==> config.mk <==
export PLATFORM = sky130hd
export DESIGN_NAME = acog_wback_mt_flat
export DESIGN_NICKNAME = d
export VERILOG_FILES = /design/src/rtl/acog_wback_mt_if.sv /design/src/rtl/acog_wback_mt.sv /design/src/flat_wrapper.sv
export SDC_FILE = /design/constraint.sdc
export NUM_CORES = 1
export LEC_CHECK = 0
export ABC_CLOCK_PERIOD_IN_PS = 4300
export CAP_MARGIN = 30
export CORE_MARGIN = 5
export CORE_UTILIZATION = 58
export DETAILED_ROUTE_END_ITERATION = 6
export DONT_BUFFER_PORTS = 1
export HOLD_SLACK_MARGIN = 0.08
export PLACE_DENSITY = 0.76
export SLEW_MARGIN = 20
export SYNTH_ARGS = -nofsm -noshare
export SYNTH_HDL_FRONTEND = slang
export SYNTH_SLANG_ARGS = --single-unit
export TNS_END_PERCENT = 20
==> constraint.sdc <==
create_clock -name clk_in -period 4.3 [get_ports clk_in]
set_clock_uncertainty 0.1 [all_clocks]
set_input_delay 0 -clock clk_in [delete_from_list [all_inputs] [get_ports clk_in]]
set_output_delay 0 -clock clk_in [all_outputs]
set_load 0.1 [all_outputs]
==> src/rtl/acog_wback_mt_if.sv <==
// Retire bundle from decode/execute into the multi-context write-back stage.
//   state_in, ctx_in, opcode_in          : pipeline state, retiring context, instruction
//   execute_in, d_is_zero_in, d_is_one_in: condition and D-operand status
//   save_c_in/save_z_in, flag_c_in/flag_z_in : flag commit strobes and values
//   save_pc_from_s_in, save_pc_from_pc_plus_1_in, call_in, ret_in : PC update requests
//   s_data_in                            : S operand (indirect jump target)
//   ctx_enable_in                        : per-context run mask for the scheduler
// master = driver (decoder side), slave = write-back stage.
interface acog_wback_mt_if #(
   parameter int unsigned NUM_CTX = 4
);
   localparam int unsigned CTX_W = (NUM_CTX > 1) ? $clog2(NUM_CTX) : 1;

   logic [1:0]         state_in;
   logic [CTX_W-1:0]   ctx_in;
   logic [31:0]        opcode_in;
   logic               execute_in;
   logic               d_is_zero_in;
   logic               d_is_one_in;
   logic               save_c_in;
   logic               save_z_in;
   logic               flag_c_in;
   logic               flag_z_in;
   logic               save_pc_from_s_in;
   logic               save_pc_from_pc_plus_1_in;
   logic               call_in;
   logic               ret_in;
   logic [31:0]        s_data_in;
   logic [NUM_CTX-1:0] ctx_enable_in;

   modport master (
      output state_in, ctx_in, opcode_in, execute_in, d_is_zero_in, d_is_one_in,
             save_c_in, save_z_in, flag_c_in, flag_z_in, save_pc_from_s_in,
             save_pc_from_pc_plus_1_in, call_in, ret_in, s_data_in, ctx_enable_in
   );

   modport slave (
      input  state_in, ctx_in, opcode_in, execute_in, d_is_zero_in, d_is_one_in,
             save_c_in, save_z_in, flag_c_in, flag_z_in, save_pc_from_s_in,
             save_pc_from_pc_plus_1_in, call_in, ret_in, s_data_in, ctx_enable_in
   );
endinterface

==> src/rtl/acog_wback_mt.sv <==
// Multi-context write-back stage. Keeps PC, C/Z and a circular return stack per
// hardware context, commits them in the write-back state and picks the next
// context to fetch by round-robin over the enabled contexts.
//   clk_in, reset_in (sync, active-low)
//   wb            : retire bundle (acog_wback_mt_if.slave)
//   rd_ctx_in     : context shown on the combinational read port
//   pc_o, pc_plus_1_o, flag_c_o, flag_z_o : read port
//   next_ctx_o, idle_o : registered scheduler result
//   stack_ovf_o, stack_unf_o : sticky per-context stack overflow/underflow
module acog_wback_mt #(
   parameter int unsigned     PC_W        = 9,
   parameter int unsigned     NUM_CTX     = 4,
   parameter int unsigned     STACK_DEPTH = 4,
   parameter logic [PC_W-1:0] RESET_PC    = 9'h1F4,
   localparam int unsigned    CTX_W       = (NUM_CTX > 1) ? $clog2(NUM_CTX) : 1
) (
   input  logic               clk_in,
   input  logic               reset_in,
   acog_wback_mt_if.slave     wb,
   input  logic [CTX_W-1:0]   rd_ctx_in,
   output logic [PC_W-1:0]    pc_o,
   output logic [PC_W-1:0]    pc_plus_1_o,
   output logic               flag_c_o,
   output logic               flag_z_o,
   output logic [CTX_W-1:0]   next_ctx_o,
   output logic               idle_o,
   output logic [NUM_CTX-1:0] stack_ovf_o,
   output logic [NUM_CTX-1:0] stack_unf_o
);
   localparam logic [1:0] ST_WBACK = 2'd3;
   localparam int unsigned OP_I    = 22;
   localparam logic [5:0] I_DJNZ  = 6'b111001;
   localparam logic [5:0] I_TJNZ  = 6'b111010;
   localparam logic [5:0] I_TJZ   = 6'b111011;
   localparam int unsigned PTR_W  = (STACK_DEPTH > 1) ? $clog2(STACK_DEPTH) : 1;
   localparam int unsigned CNT_W  = $clog2(STACK_DEPTH + 1);
   localparam logic [PTR_W-1:0] PTR_LAST = PTR_W'(STACK_DEPTH - 1);
   localparam logic [CNT_W-1:0] CNT_FULL = CNT_W'(STACK_DEPTH);

   logic [PC_W-1:0]    pc_q [NUM_CTX];
   logic [PC_W-1:0]    pc_d [NUM_CTX];
   logic [PC_W-1:0]    stk_q [NUM_CTX][STACK_DEPTH];
   logic [PC_W-1:0]    stk_d [NUM_CTX][STACK_DEPTH];
   logic [PTR_W-1:0]   wptr_q [NUM_CTX];
   logic [PTR_W-1:0]   wptr_d [NUM_CTX];
   logic [CNT_W-1:0]   cnt_q [NUM_CTX];
   logic [CNT_W-1:0]   cnt_d [NUM_CTX];
   logic [NUM_CTX-1:0] c_q, c_d, z_q, z_d, ovf_q, ovf_d, unf_q, unf_d;
   logic [CTX_W-1:0]   next_ctx_q, next_ctx_d;
   logic               idle_q, idle_d;

   logic               wb_valid;
   logic [CTX_W-1:0]   cx;
   logic [PC_W-1:0]    p1, tgt, s_tgt;
   logic [PTR_W-1:0]   wptr_cur, wptr_prev, wptr_next;
   logic [CNT_W-1:0]   cnt_cur;
   logic [5:0]         op;
   logic               do_ret, do_call;
   logic [CTX_W-1:0]   sched_ctx;
   logic               sched_found;
   logic [31:0]        sched_idx;
   logic               rd_ok;

   // Out-of-range contexts are ignored, scheduler included.
   assign wb_valid  = (wb.state_in == ST_WBACK) && (32'(wb.ctx_in) < NUM_CTX);
   assign cx        = wb.ctx_in;
   assign p1        = pc_q[cx] + PC_W'(1);
   assign s_tgt     = wb.s_data_in[PC_W-1:0];
   assign tgt       = wb.opcode_in[OP_I] ? wb.opcode_in[PC_W-1:0] : s_tgt;
   assign op        = wb.opcode_in[31:26];
   assign wptr_cur  = wptr_q[cx];
   assign cnt_cur   = cnt_q[cx];
   // wptr points at the next free slot; the top entry sits one below it.
   assign wptr_prev = (wptr_cur == '0) ? PTR_LAST : wptr_cur - PTR_W'(1);
   assign wptr_next = (wptr_cur == PTR_LAST) ? '0 : wptr_cur + PTR_W'(1);
   assign do_ret    = wb.ret_in & wb.execute_in;
   assign do_call   = wb.call_in & wb.execute_in;

   // Round-robin: search c+1 .. c+NUM_CTX (the last candidate is c itself).
   always_comb begin
      sched_ctx   = wb.ctx_in;
      sched_found = 1'b0;
      sched_idx   = '0;
      for (int unsigned i = 1; i <= NUM_CTX; i++) begin
         sched_idx = (32'(wb.ctx_in) + i) % NUM_CTX;
         if (!sched_found && wb.ctx_enable_in[sched_idx]) begin
            sched_ctx   = CTX_W'(sched_idx);
            sched_found = 1'b1;
         end
      end
   end

   always_comb begin
      pc_d       = pc_q;
      stk_d      = stk_q;
      wptr_d     = wptr_q;
      cnt_d      = cnt_q;
      c_d        = c_q;
      z_d        = z_q;
      ovf_d      = ovf_q;
      unf_d      = unf_q;
      next_ctx_d = next_ctx_q;
      idle_d     = idle_q;
      if (wb_valid) begin
         if (wb.save_c_in) c_d[cx] = wb.flag_c_in;
         if (wb.save_z_in) z_d[cx] = wb.flag_z_in;

         if (do_ret) begin
            if (cnt_cur != '0) begin
               pc_d[cx]   = stk_q[cx][wptr_prev];
               wptr_d[cx] = wptr_prev;
               cnt_d[cx]  = cnt_cur - CNT_W'(1);
            end else begin
               pc_d[cx]  = p1;
               unf_d[cx] = 1'b1;
            end
         end else if (do_call) begin
            // A full stack overwrites its oldest entry.
            stk_d[cx][wptr_cur] = p1;
            wptr_d[cx]          = wptr_next;
            if (cnt_cur == CNT_FULL) ovf_d[cx] = 1'b1;
            else                     cnt_d[cx] = cnt_cur + CNT_W'(1);
            pc_d[cx] = tgt;
         end else if (op == I_DJNZ) begin
            pc_d[cx] = (wb.execute_in && !wb.d_is_one_in) ? s_tgt : p1;
         end else if (op == I_TJNZ) begin
            pc_d[cx] = (wb.execute_in && !wb.d_is_zero_in) ? s_tgt : p1;
         end else if (op == I_TJZ) begin
            pc_d[cx] = (wb.execute_in && wb.d_is_zero_in) ? s_tgt : p1;
         end else if (wb.save_pc_from_pc_plus_1_in) begin
            pc_d[cx] = p1;
         end else if (wb.save_pc_from_s_in) begin
            pc_d[cx] = tgt;
         end

         next_ctx_d = sched_ctx;
         idle_d     = !sched_found;
      end
   end

   always_ff @(posedge clk_in) begin
      if (!reset_in) begin
         for (int i = 0; i < NUM_CTX; i++) begin
            pc_q[i]   <= RESET_PC;
            wptr_q[i] <= '0;
            cnt_q[i]  <= '0;
         end
         c_q        <= '0;
         z_q        <= '0;
         ovf_q      <= '0;
         unf_q      <= '0;
         next_ctx_q <= '0;
         idle_q     <= 1'b0;
      end else begin
         pc_q       <= pc_d;
         wptr_q     <= wptr_d;
         cnt_q      <= cnt_d;
         c_q        <= c_d;
         z_q        <= z_d;
         ovf_q      <= ovf_d;
         unf_q      <= unf_d;
         next_ctx_q <= next_ctx_d;
         idle_q     <= idle_d;
      end
   end

   // Stack storage needs no reset value; only the count decides validity.
   always_ff @(posedge clk_in) begin
      if (reset_in) stk_q <= stk_d;
   end

   assign rd_ok       = 32'(rd_ctx_in) < NUM_CTX;
   assign pc_o        = rd_ok ? pc_q[rd_ctx_in] : '0;
   assign pc_plus_1_o = pc_o + PC_W'(1);
   assign flag_c_o    = rd_ok ? c_q[rd_ctx_in] : 1'b0;
   assign flag_z_o    = rd_ok ? z_q[rd_ctx_in] : 1'b0;
   assign next_ctx_o  = next_ctx_q;
   assign idle_o      = idle_q;
   assign stack_ovf_o = ovf_q;
   assign stack_unf_o = unf_q;
endmodule

==> src/flat_wrapper.sv <==
// flat-port wrapper written by rule: the top's interface ports become plain ports
module acog_wback_mt_flat 
#(
   parameter int unsigned     PC_W        = 9,
   parameter int unsigned     NUM_CTX     = 4,
   parameter int unsigned     STACK_DEPTH = 4,
   parameter logic [PC_W-1:0] RESET_PC    = 9'h1F4,
   localparam int unsigned    CTX_W       = (NUM_CTX > 1) ? $clog2(NUM_CTX) : 1
)
  (clk_in, reset_in, rd_ctx_in, pc_o, pc_plus_1_o, flag_c_o, flag_z_o, next_ctx_o, idle_o, stack_ovf_o, stack_unf_o, wb_state_in, wb_ctx_in, wb_opcode_in, wb_execute_in, wb_d_is_zero_in, wb_d_is_one_in, wb_save_c_in, wb_save_z_in, wb_flag_c_in, wb_flag_z_in, wb_save_pc_from_s_in, wb_save_pc_from_pc_plus_1_in, wb_call_in, wb_ret_in, wb_s_data_in, wb_ctx_enable_in);
  acog_wback_mt_if #(.NUM_CTX(NUM_CTX)) wb_i ();
  input  logic clk_in;
  input  logic reset_in;
  input  logic [CTX_W-1:0] rd_ctx_in;
  output logic [PC_W-1:0] pc_o;
  output logic [PC_W-1:0] pc_plus_1_o;
  output logic flag_c_o;
  output logic flag_z_o;
  output logic [CTX_W-1:0] next_ctx_o;
  output logic idle_o;
  output logic [NUM_CTX-1:0] stack_ovf_o;
  output logic [NUM_CTX-1:0] stack_unf_o;
  input wire logic [$bits(wb_i.state_in)-1:0] wb_state_in;
  input wire logic [$bits(wb_i.ctx_in)-1:0] wb_ctx_in;
  input wire logic [$bits(wb_i.opcode_in)-1:0] wb_opcode_in;
  input wire logic [$bits(wb_i.execute_in)-1:0] wb_execute_in;
  input wire logic [$bits(wb_i.d_is_zero_in)-1:0] wb_d_is_zero_in;
  input wire logic [$bits(wb_i.d_is_one_in)-1:0] wb_d_is_one_in;
  input wire logic [$bits(wb_i.save_c_in)-1:0] wb_save_c_in;
  input wire logic [$bits(wb_i.save_z_in)-1:0] wb_save_z_in;
  input wire logic [$bits(wb_i.flag_c_in)-1:0] wb_flag_c_in;
  input wire logic [$bits(wb_i.flag_z_in)-1:0] wb_flag_z_in;
  input wire logic [$bits(wb_i.save_pc_from_s_in)-1:0] wb_save_pc_from_s_in;
  input wire logic [$bits(wb_i.save_pc_from_pc_plus_1_in)-1:0] wb_save_pc_from_pc_plus_1_in;
  input wire logic [$bits(wb_i.call_in)-1:0] wb_call_in;
  input wire logic [$bits(wb_i.ret_in)-1:0] wb_ret_in;
  input wire logic [$bits(wb_i.s_data_in)-1:0] wb_s_data_in;
  input wire logic [$bits(wb_i.ctx_enable_in)-1:0] wb_ctx_enable_in;
  assign wb_i.state_in = wb_state_in;
  assign wb_i.ctx_in = wb_ctx_in;
  assign wb_i.opcode_in = wb_opcode_in;
  assign wb_i.execute_in = wb_execute_in;
  assign wb_i.d_is_zero_in = wb_d_is_zero_in;
  assign wb_i.d_is_one_in = wb_d_is_one_in;
  assign wb_i.save_c_in = wb_save_c_in;
  assign wb_i.save_z_in = wb_save_z_in;
  assign wb_i.flag_c_in = wb_flag_c_in;
  assign wb_i.flag_z_in = wb_flag_z_in;
  assign wb_i.save_pc_from_s_in = wb_save_pc_from_s_in;
  assign wb_i.save_pc_from_pc_plus_1_in = wb_save_pc_from_pc_plus_1_in;
  assign wb_i.call_in = wb_call_in;
  assign wb_i.ret_in = wb_ret_in;
  assign wb_i.s_data_in = wb_s_data_in;
  assign wb_i.ctx_enable_in = wb_ctx_enable_in;
  acog_wback_mt #(.PC_W(PC_W), .NUM_CTX(NUM_CTX), .STACK_DEPTH(STACK_DEPTH), .RESET_PC(RESET_PC)) u_core (.clk_in(clk_in), .reset_in(reset_in), .wb(wb_i), .rd_ctx_in(rd_ctx_in), .pc_o(pc_o), .pc_plus_1_o(pc_plus_1_o), .flag_c_o(flag_c_o), .flag_z_o(flag_z_o), .next_ctx_o(next_ctx_o), .idle_o(idle_o), .stack_ovf_o(stack_ovf_o), .stack_unf_o(stack_unf_o));
endmodule
======== Word level (Yosys, flattened, before mapping) ========
Index checks and enable logic that the tools add are counted.
storage, ports and cells
  output and inout bits ................... 31
  input bits .............................. 87
  memories ................................ 0
  word-level logic and storage cells ...... 186
  memory bits (writable) .................. 0
  ROM bits ................................ 0
  bits in latches ......................... 0
  register bits after elaboration ......... 219
cells by class
  shift-type cells ........................ 0
  equality and inequality tests ........... 8
  div/mod/pow operators ................... 0
  order comparisons ....................... 13
  $mul .................................... 0
  reduce and logical (&&, ||, !) cells .... 27
  bitwise logic cells ..................... 10
  muxes and demuxes ....................... 84
  $add $sub $neg .......................... 10
operators by type and width
  operator                                                               count
  36-bit two-way mux                                                     11
  36-bit bitwise mux                                                     6
  144-bit bitwise mux                                                    1
  9-bit two-way mux                                                      12
  36-bit binary-select mux with 2-bit select                             1
  36-bit demux with 2-bit select                                         1
  9-bit binary-select mux with 2-bit select                              3
  12-bit two-way mux                                                     4
  9-bit demux with 2-bit select                                          2
  12-bit bitwise mux                                                     2
  8-bit two-way mux                                                      3
  9-bit by 1-bit adder with 9-bit output (second input constant)         2
  6-bit == test (second input constant)                                  3
  2-bit by 3-bit < comparator with 1-bit output (second input constant)  6
  2-bit two-way mux                                                      9
  8-bit bitwise mux                                                      2
  1-bit binary-select mux with 2-bit select                              6
  3-bit >= comparator (second input constant)                            4
  2-bit inverter with 3-bit output                                       4
  4-bit AND reduction                                                    3
  1-bit two-way mux                                                      11
  1-bit logical AND                                                      9
  3-bit two-way mux                                                      3
  4-bit bitwise mux                                                      2
  26 further kinds                                                       42

======== Logic depth before layout (Yosys ltp) ========
Gate-level depths: netlist of the first run.
  depth in word-level cells ............... 14
  mapped depth ............................ 18

======== Worst setup path after synthesis of the first run ========
Ideal clock, no wire load.
  path kind ............................... input port to flip-flop
  start point ............................. input port wb_ctx_in[0]
  end point ............................... register u_core.pc_q[20] (netlist name)
  stages .................................. 16
  setup slack ............................. 0.330 ns
  path buffers ............................ 6
  arrival ................................. 3.748 ns
  cell sequence ........................... buf_4 buf_2 buf_1 buf_2 mux4_2 inv_1 ha_1 nand2b_1 buf_2 a2bb2oi_4 buf_12 mux4_2 a22oi_1 a21o_1 nor2_1 o32a_1
on the way
  cells in the longest elaborated chain, start to end .. 13
  elaborated cells between the ends (all ways) .. 44
  classes of those cells .................. add/sub (2); order compare (2); mux (35); bitwise (2); reduce/logical (3)
RTL lines
  element                                                                                          RTL line              RTL
  start: declaration                                                                               flat_wrapper.sv:24    input wire logic [$bits(wb_i.ctx_in)-1:0] wb_ctx_in;
  2-bit inverter with 3-bit output *                                                               n/a
  parallel branches: the longest is 11 deep, another holds 9-bit by 1-bit adder with 9-bit output  n/a
  36-bit two-way mux *                                                                             acog_wback_mt.sv:108  if (do_ret) begin
  end signal: assignment                                                                           acog_wback_mt.sv:155  pc_q <= pc_d;
  end: declaration                                                                                 acog_wback_mt.sv:40   logic [PC_W-1:0] pc_q [NUM_CTX];
Mark *: on every way between the ends. The select of a mux whose other input is x is not followed.
A chain may end at the register's enable or synchronous reset.

======== Worst setup path after layout of the first run ========
  start point ............................. input port wb_ctx_in[1]
  end point ............................... register u_core.pc_q[14] (netlist name)
The elaborated chain is that of the path after synthesis.

==> results of run 1 <==
## layout make-up
cell class              instances  area (um^2)  share of cell area
clock inverters                11         91.3             0.00662
repair buffers                104          938              0.0680
well taps                     270          338              0.0245
multi-input cells             847         5880               0.426
inverters                      33          124             0.00898
clock buffers                  28          594              0.0431
flip-flops and latches        219         5830               0.422
## routing by layer
metal  vias up  part of all wire  global-route usage
li1       4657                 -                   -
met4         0             0.074               0.196
met5         -                 0                   0
met2       955              0.45               0.497
met3       233              0.13              0.0699
met1      5065              0.35               0.401
## state kept, by name, summed over array words and instances, names as in the netlist, named ones only
name / cells
u_core.c_q: 4
u_core.cnt_q: 8
u_core.idle_o: 1
u_core.next_ctx_o: 2
u_core.pc_q: 36
u_core.stack_ovf_o: 4
u_core.stack_unf_o: 4
u_core.stk_q: 144
u_core.wptr_q: 8
u_core.z_q: 4
## final timing paths
| path | slack (ns) | cells past startpoint | end |
|---|---|---|---|
| max reg2reg | 0.23 | 13 | u_core.pc_q[9]$_SDFFE_PN0P_ |
| max | 0.21 | 14 | u_core.pc_q[14]$_SDFFE_PN1P_ |
| min reg2reg | 0.36 | 2 | u_core.c_q[2]$_SDFFE_PN0P_ |
| min | 0.07 | 5 | u_core.pc_q[25]$_SDFFE_PN1P_ |
## metrics by stage
step           utilization  instance area, um^2  setup WS [ns]  power [uW]
2_1_floorplan            -                12100          0.330        2800
3_3_place_gp         0.610                12500          0.425        2930
3_5_place_dp         0.611                12500          0.287        2940
4_1_cts              0.673                13700         0.0713        4820
5_1_grt              0.675                13800         0.0242        4970
6_report             0.675                13800          0.212        4840
## cells in the mapped netlist, types with 8 or more instances
cell type / n
o221ai_1: 9
mux2i_1: 27
a31oi_1: 21
and3_1: 32
o22ai_1: 11
a21oi_1: 87
edfxtp_1: 144
a211oi_1: 22
a32oi_1: 10
a21o_1: 11
nand2_1: 101
nor2_1: 121
ha_1: 14
buf_2: 11
a221oi_1: 13
clkbuf_1: 56
nand4_1: 12
o21ai_0: 67
dfxtp_1: 75
nand2b_1: 10
a22oi_1: 10
xnor2_1: 8
o211ai_1: 12
inv_1: 30
mux2_2: 8
mux4_2: 38
nor3_1: 38
a311oi_1: 9
nand3_1: 38
## critical path: cells and delay by family
kind	cells	cell delay, ns
adders and majority gates	2	0.52
AOI/OAI and AO/OA	5	1.22
buffers and inverters	4	1.64
muxes	1	0.45
and+or+nand+nor	2	0.56
## cell families (layout without fill, tap and decap cells)
| kind of cell | Yosys count | after routing | synth area share |
|---|---|---|---|
| compound gates | 347 | 347 | 0.193 |
| xor+xnor | 15 | 15 | 0.0115 |
| fa+ha+maj | 14 | 14 | 0.0145 |
| buf+inv | 111 | 176 | 0.0384 |
| flops | 219 | 219 | 0.481 |
| mux | 78 | 78 | 0.110 |
| simple gates | 393 | 393 | 0.152 |
## cell usage in the layout (no fill, tap or decap), types with 21 or more instances in the layout
cell and count:
a21oi_1 87, o21ai_0 67, a211oi_1 22, nand3_1 38
nor3_1 38, inv_1 30, clkbuf_16 23, nand2_1 101
a31oi_1 21, and3_1 32, dlygate4sd3_1 55, dfxtp_1 75
buf_4 43, mux4_2 38, mux2i_1 27, edfxtp_1 144
nor2_1 121
## report_power, final
| group | leakage, uW | switching (uW) | internal, uW |
|---|---|---|---|
| clock | 0.000333 | 807 | 1040 |
| sequential | 0.00191 | 37.0 | 2270 |
| combinational | 0.00254 | 458 | 226 |
## timing repair
item,CTS,global route
buffers inserted,0,4
setup endpoints to repair,0,11
hold endpoints to repair,69,14
resized for setup,0,2
hold buffers,57,1
==> results.json, run 1 <==
{
  "synthCells": 1177,
  "leakagePower_uw": 0.00478,
  "hold_viol": 0,
  "slowest_stage": "dlymetal6s4s_1",
  "area_delta_synth_final_pct": 13.8,
  "cap_violations": 0,
  "wire_per_inst_um": 26.0,
  "initial_core_util": 0.593,
  "synth_top_cells_by_area": "edfxtp_1, dfxtp_1, mux4_2",
  "fin_crit_ns": 4.09,
  "synth_edf_count": 144,
  "syn_area_mm2": 0.0121,
  "drc_errors": 0,
  "rsz0062_at_grt": "no",
  "tns_ns": 0,
  "startpoint_type": "primary input",
  "nFillCells": 1550,
  "antenna_found_initial": 0,
  "grt.overflow.total": 0,
  "cp-end-kind": "flip-flop",
  "worst_pin_slew_ns": 1.00,
  "clock.fmax_mhz": 245,
  "ant_nets": 0,
  "nets": 1329,
  "io_pins": 118,
  "clockBufferDepth": 3,
  "place.gp.congestion": 1.02,
  "slew_headroom": 0.333,
  "dr_total_vias": 10900,
  "critPathLaunch": "wb_ctx_in[1]",
  "core_mm2": 0.0204,
  "path_clk_slew_ns": 0.06,
  "dp.cells": 1410,
  "viasPerCell": 7.22,
  "cts_max_level": 1,
  "drive_gt1_frac": 0.118,
  "synth_largest_area_cell": "edfxtp_1",
  "grt_max_degree": 34,
  "ys_seq_area_frac": 0.481,
  "drt_wl_total_um": 39300,
  "fin_crit_sh": 0.951,
  "hpwlAfterDp_um": 25900,
  "yosys_warnings": 0,
  "n_antenna_cell": 0,
  "setup_violations": 0,
  "crit_type": "in -> reg",
  "cts-root-buf": "clkbuf_16",
  "crit_chain": "dlymetal6s4s_1 > mux4_2 > inv_1 > ha_1 > ha_1 > and3b_1 > a31oi_1 > buf_4 > o211ai_1 > o21ai_0 > nand4_1 > a21oi_1 > dlygate4sd3_1 > a31oi_1",
  "postSynth.asyncResetShare": 0,
  "synth_seq_cells": 219,
  "cts.sinks": 219,
  "grt.total_usage": 0.317,
  "numPortBuffers": 0,
  "critical_path.max_stage_delay_ns": 0.81,
  "rows": 52,
  "whs_ns": 0.0684,
  "cts_tree": "built",
  "holdCritStartpoint": "wb_ctx_in[0]",
  "synth.avg_cell_area_um2": 10.3,
  "worst_ir_drop_vdd_mv": 0.303,
  "required_ns": 4.65,
  "worstReg2RegStart": "u_core.wptr_q[2]$_SDFFE_PN0P_",
  "status": "finished, final reports clean",
  "crit_arrival_ns": 4.43,
  "worstSkewPairLatency_ns": 0.52,
  "cts-buffers-inserted": 23,
  "synth.top_cell.area_share": 0.357,
  "die_h_um": 155,
  "syn_nets": 1278,
  "die_x_um": 155,
  "drtIter0Drc": 1582,
  "grt_pass1_wl_um": 59100,
  "synth-main-ff-cell": "edfxtp_1",
  "powerDensity_mw_per_mm2": 351,
  "grt_pass1_vias": 10200,
  "slew_viol_final": 0,
  "die-area_mm2": 0.0239,
  "critical_path.max_fanout": 31,
  "first_pass_iters": 6,
  "ys_types": 80,
  "hold_path_class": "in -> reg",
  "finalNonFillerCells": 1512
}
Note: power is estimated with default switching activity, not from simulation.
==> inputs of run 2 (changes only) <==
--- a/config.mk
+++ b/config.mk
@@ -8,11 +8,10 @@
 export ABC_CLOCK_PERIOD_IN_PS = 4300
 export CAP_MARGIN = 30
 export CORE_MARGIN = 5
-export CORE_UTILIZATION = 58
+export CORE_UTILIZATION = 40
 export DETAILED_ROUTE_END_ITERATION = 6
 export DONT_BUFFER_PORTS = 1
 export HOLD_SLACK_MARGIN = 0.08
-export PLACE_DENSITY = 0.76
 export SLEW_MARGIN = 20
 export SYNTH_ARGS = -nofsm -noshare
 export SYNTH_HDL_FRONTEND = slang
==> results.json, run 2 (same netlist as run 1, synthesis figures left out) <==
{
  "status": "finished, final reports clean",
  "top_regs": "u_core.stk_q (144), u_core.pc_q (36)",
  "required_ns": 4.60,
  "grt_max_degree": 49,
  "grt_pass1_vias": 10200,
  "crit_cells": 13,
  "powerDensity_mw_per_mm2": 357,
  "leakagePower_uw": 0.00485,
  "die_x_um": 184,
  "first_pass_iters": 5,
  "grt_pass1_wl_um": 63100,
  "cp_top_family": "compound AO/OA/AOI/OAI gates",
  "wire_per_inst_um": 25.4,
  "layout_setup_ws_ns": 0.210,
  "rows": 63,
  "grt.overflow.total": 0,
  "pre_cts_ws_ns": 0.372,
  "cts-root-buf": "clkbuf_16",
  "ant_nets": 0,
  "n_antenna_cell": 0,
  "ff_latch_area_mm2": 0.00583,
  "tns_ns": 0,
  "setup_violations": 0,
  "highest_layer": "met4",
  "ff2ff_setup_slack_ns": 0.21,
  "crit_chain": "mux4_2 > inv_1 > ha_1 > ha_1 > and3b_1 > a31oi_1 > buf_4 > o211ai_1 > nor3_1 > o221ai_1 > a31oi_1 > dlygate4sd3_1 > a311oi_1",
  "cts_tree": "built",
  "die-area_mm2": 0.0339,
  "fin_area_mm2": 0.0141,
  "numPortBuffers": 0,
  "mostFrequentLayoutCells": "edfxtp_1, nor2_1, nand2_1",
  "crit_type": "reg -> reg",
  "worst-r2r-cell-count": 13,
  "core_mm2": 0.0298,
  "met1Wirelength_um": 16900,
  "startpoint_type": "flip-flop",
  "wl_met2_um": 18800,
  "crit_arrival_ns": 4.39,
  "critical_path.max_stage_delay_ns": 0.58,
  "viasPerCell": 6.44,
  "io_pins": 118,
  "nFillCells": 2727,
  "hold_path_class": "in -> reg",
  "slew_headroom": 0.323,
  "largest_reg_flops": 144,
  "place.gp.congestion": 0.951,
  "critical_path.max_fanout": 9,
  "drtIter0Drc": 1239,
  "initial_core_util": 0.407,
  "nets": 1333,
  "grt.total_usage": 0.241,
  "r2r_end": "u_core.pc_q[15]$_SDFFE_PN1P_",
  "clockBufferDepth": 3,
  "fin_crit_sh": 0.951,
  "slew_viol_final": 0,
  "crit_path_end": "u_core.pc_q[15]$_SDFFE_PN1P_",
  "cap_violations": 0,
  "cts-buffers-inserted": 25,
  "cts.sinks": 219,
  "multi_input_area_mm2": 0.00589,
  "cp-end-kind": "flip-flop",
  "final_util": 0.473,
  "worst_pin_slew_ns": 1.01,
  "worst_ir_drop_vdd_mv": 0.282,
  "regMostFlops": "u_core.stk_q",
  "clock.fmax_mhz": 244,
  "die_h_um": 184,
  "drt_wl_total_um": 41700,
  "drc_errors": 0,
  "dr_total_vias": 10600,
  "crit_buf_inv": 3,
  "wl_met3_um": 4030,
  "antenna_found_initial": 0,
  "hold_viol": 0,
  "path_clk_slew_ns": 0.07,
  "fin_crit_ns": 4.09,
  "final_common_cell": "edfxtp_1",
  "post_dp_cell_area_mm2": 0.0127,
  "hpwlAfterDp_um": 27800,
  "worstSkewPairLatency_ns": 0.55,
  "drive_gt1_frac": 0.130,
  "cts_max_level": 1,
  "slowest_stage": "dlygate4sd3_1",
  "area_delta_synth_final_pct": 16.3,
  "p_total_uw": 5040
}
[run 2: cell count changes in the layout (fill, tap and decap cells not counted), sizes merged]
cell         change
buf              +5
dlygate4sd3      -3
inv              +1
clkbuf           +7
bufinv           -1
[run 2: worst min-delay path by stage]
| stage | start | end | slack (ns) | cells past startpoint |
|---|---|---|---|---|
| finish | wb_s_data_in[1] | u_core.pc_q[28]$_SDFFE_PN0P_ | 0.12 | 6 |
| global route | wb_s_data_in[1] | u_core.pc_q[10]$_SDFFE_PN0P_ | 0.12 | 5 |
| CTS | wb_save_pc_from_pc_plus_1_in | u_core.pc_q[24]$_SDFFE_PN1P_ | 0.08 | 4 |
| detailed placement | reset_in | u_core.pc_q[25]$_SDFFE_PN1P_ | -0.005 | 1 |
| global placement | reset_in | u_core.pc_q[25]$_SDFFE_PN1P_ | -0.01 | 1 |
| floorplan | wb_flag_c_in | u_core.c_q[2]$_SDFFE_PN0P_ | 0.05 | 2 |
[run 2: final cells by class]
class,count,share of cell area
inverters,33,0.00879
multi-input cells,847,0.418
flip-flops and latches,219,0.413
clock buffers,35,0.0500
clock inverters,11,0.00559
repair buffers,106,0.0694
well taps,390,0.0346
[run 2: what timing repair did]
action                                  CTS  global route
buffers inserted                          0             7
endpoints found under the setup margin    0            10
hold buffers                             55             0
hold endpoints to repair                 58             0
resized for setup                         0             4
[run 2: tightest hold or removal path, cell delays in order]
cell and delay [ns]:
nor2_1 0.08, a21oi_1 0.07, o211ai_1 0.11, a21oi_1 0.15, o21ai_0 0.19, a31oi_1 0.10
[run 2: routing by layer]
layer / vias up / global-route usage
met5: - / 0
li1: 4665 / -
met2: 620 / 0.375
met4: 0 / 0.106
met3: 117 / 0.0447
met1: 5173 / 0.331
[run 2: where the power goes]
part / switching, uW / internal [uW]
combinational: 463 / 227
sequential: 36.3 / 2270
clock: 885 / 1160
[run 2: stage by stage]
stage,hold slack (ns),std cells
final,0.115,1641
after global routing,0.122,1641
after CTS,0.0844,1633
after detailed placement,-0.00495,1532
after global placement,-0.0141,1531
after floorplan,0.0475,1177
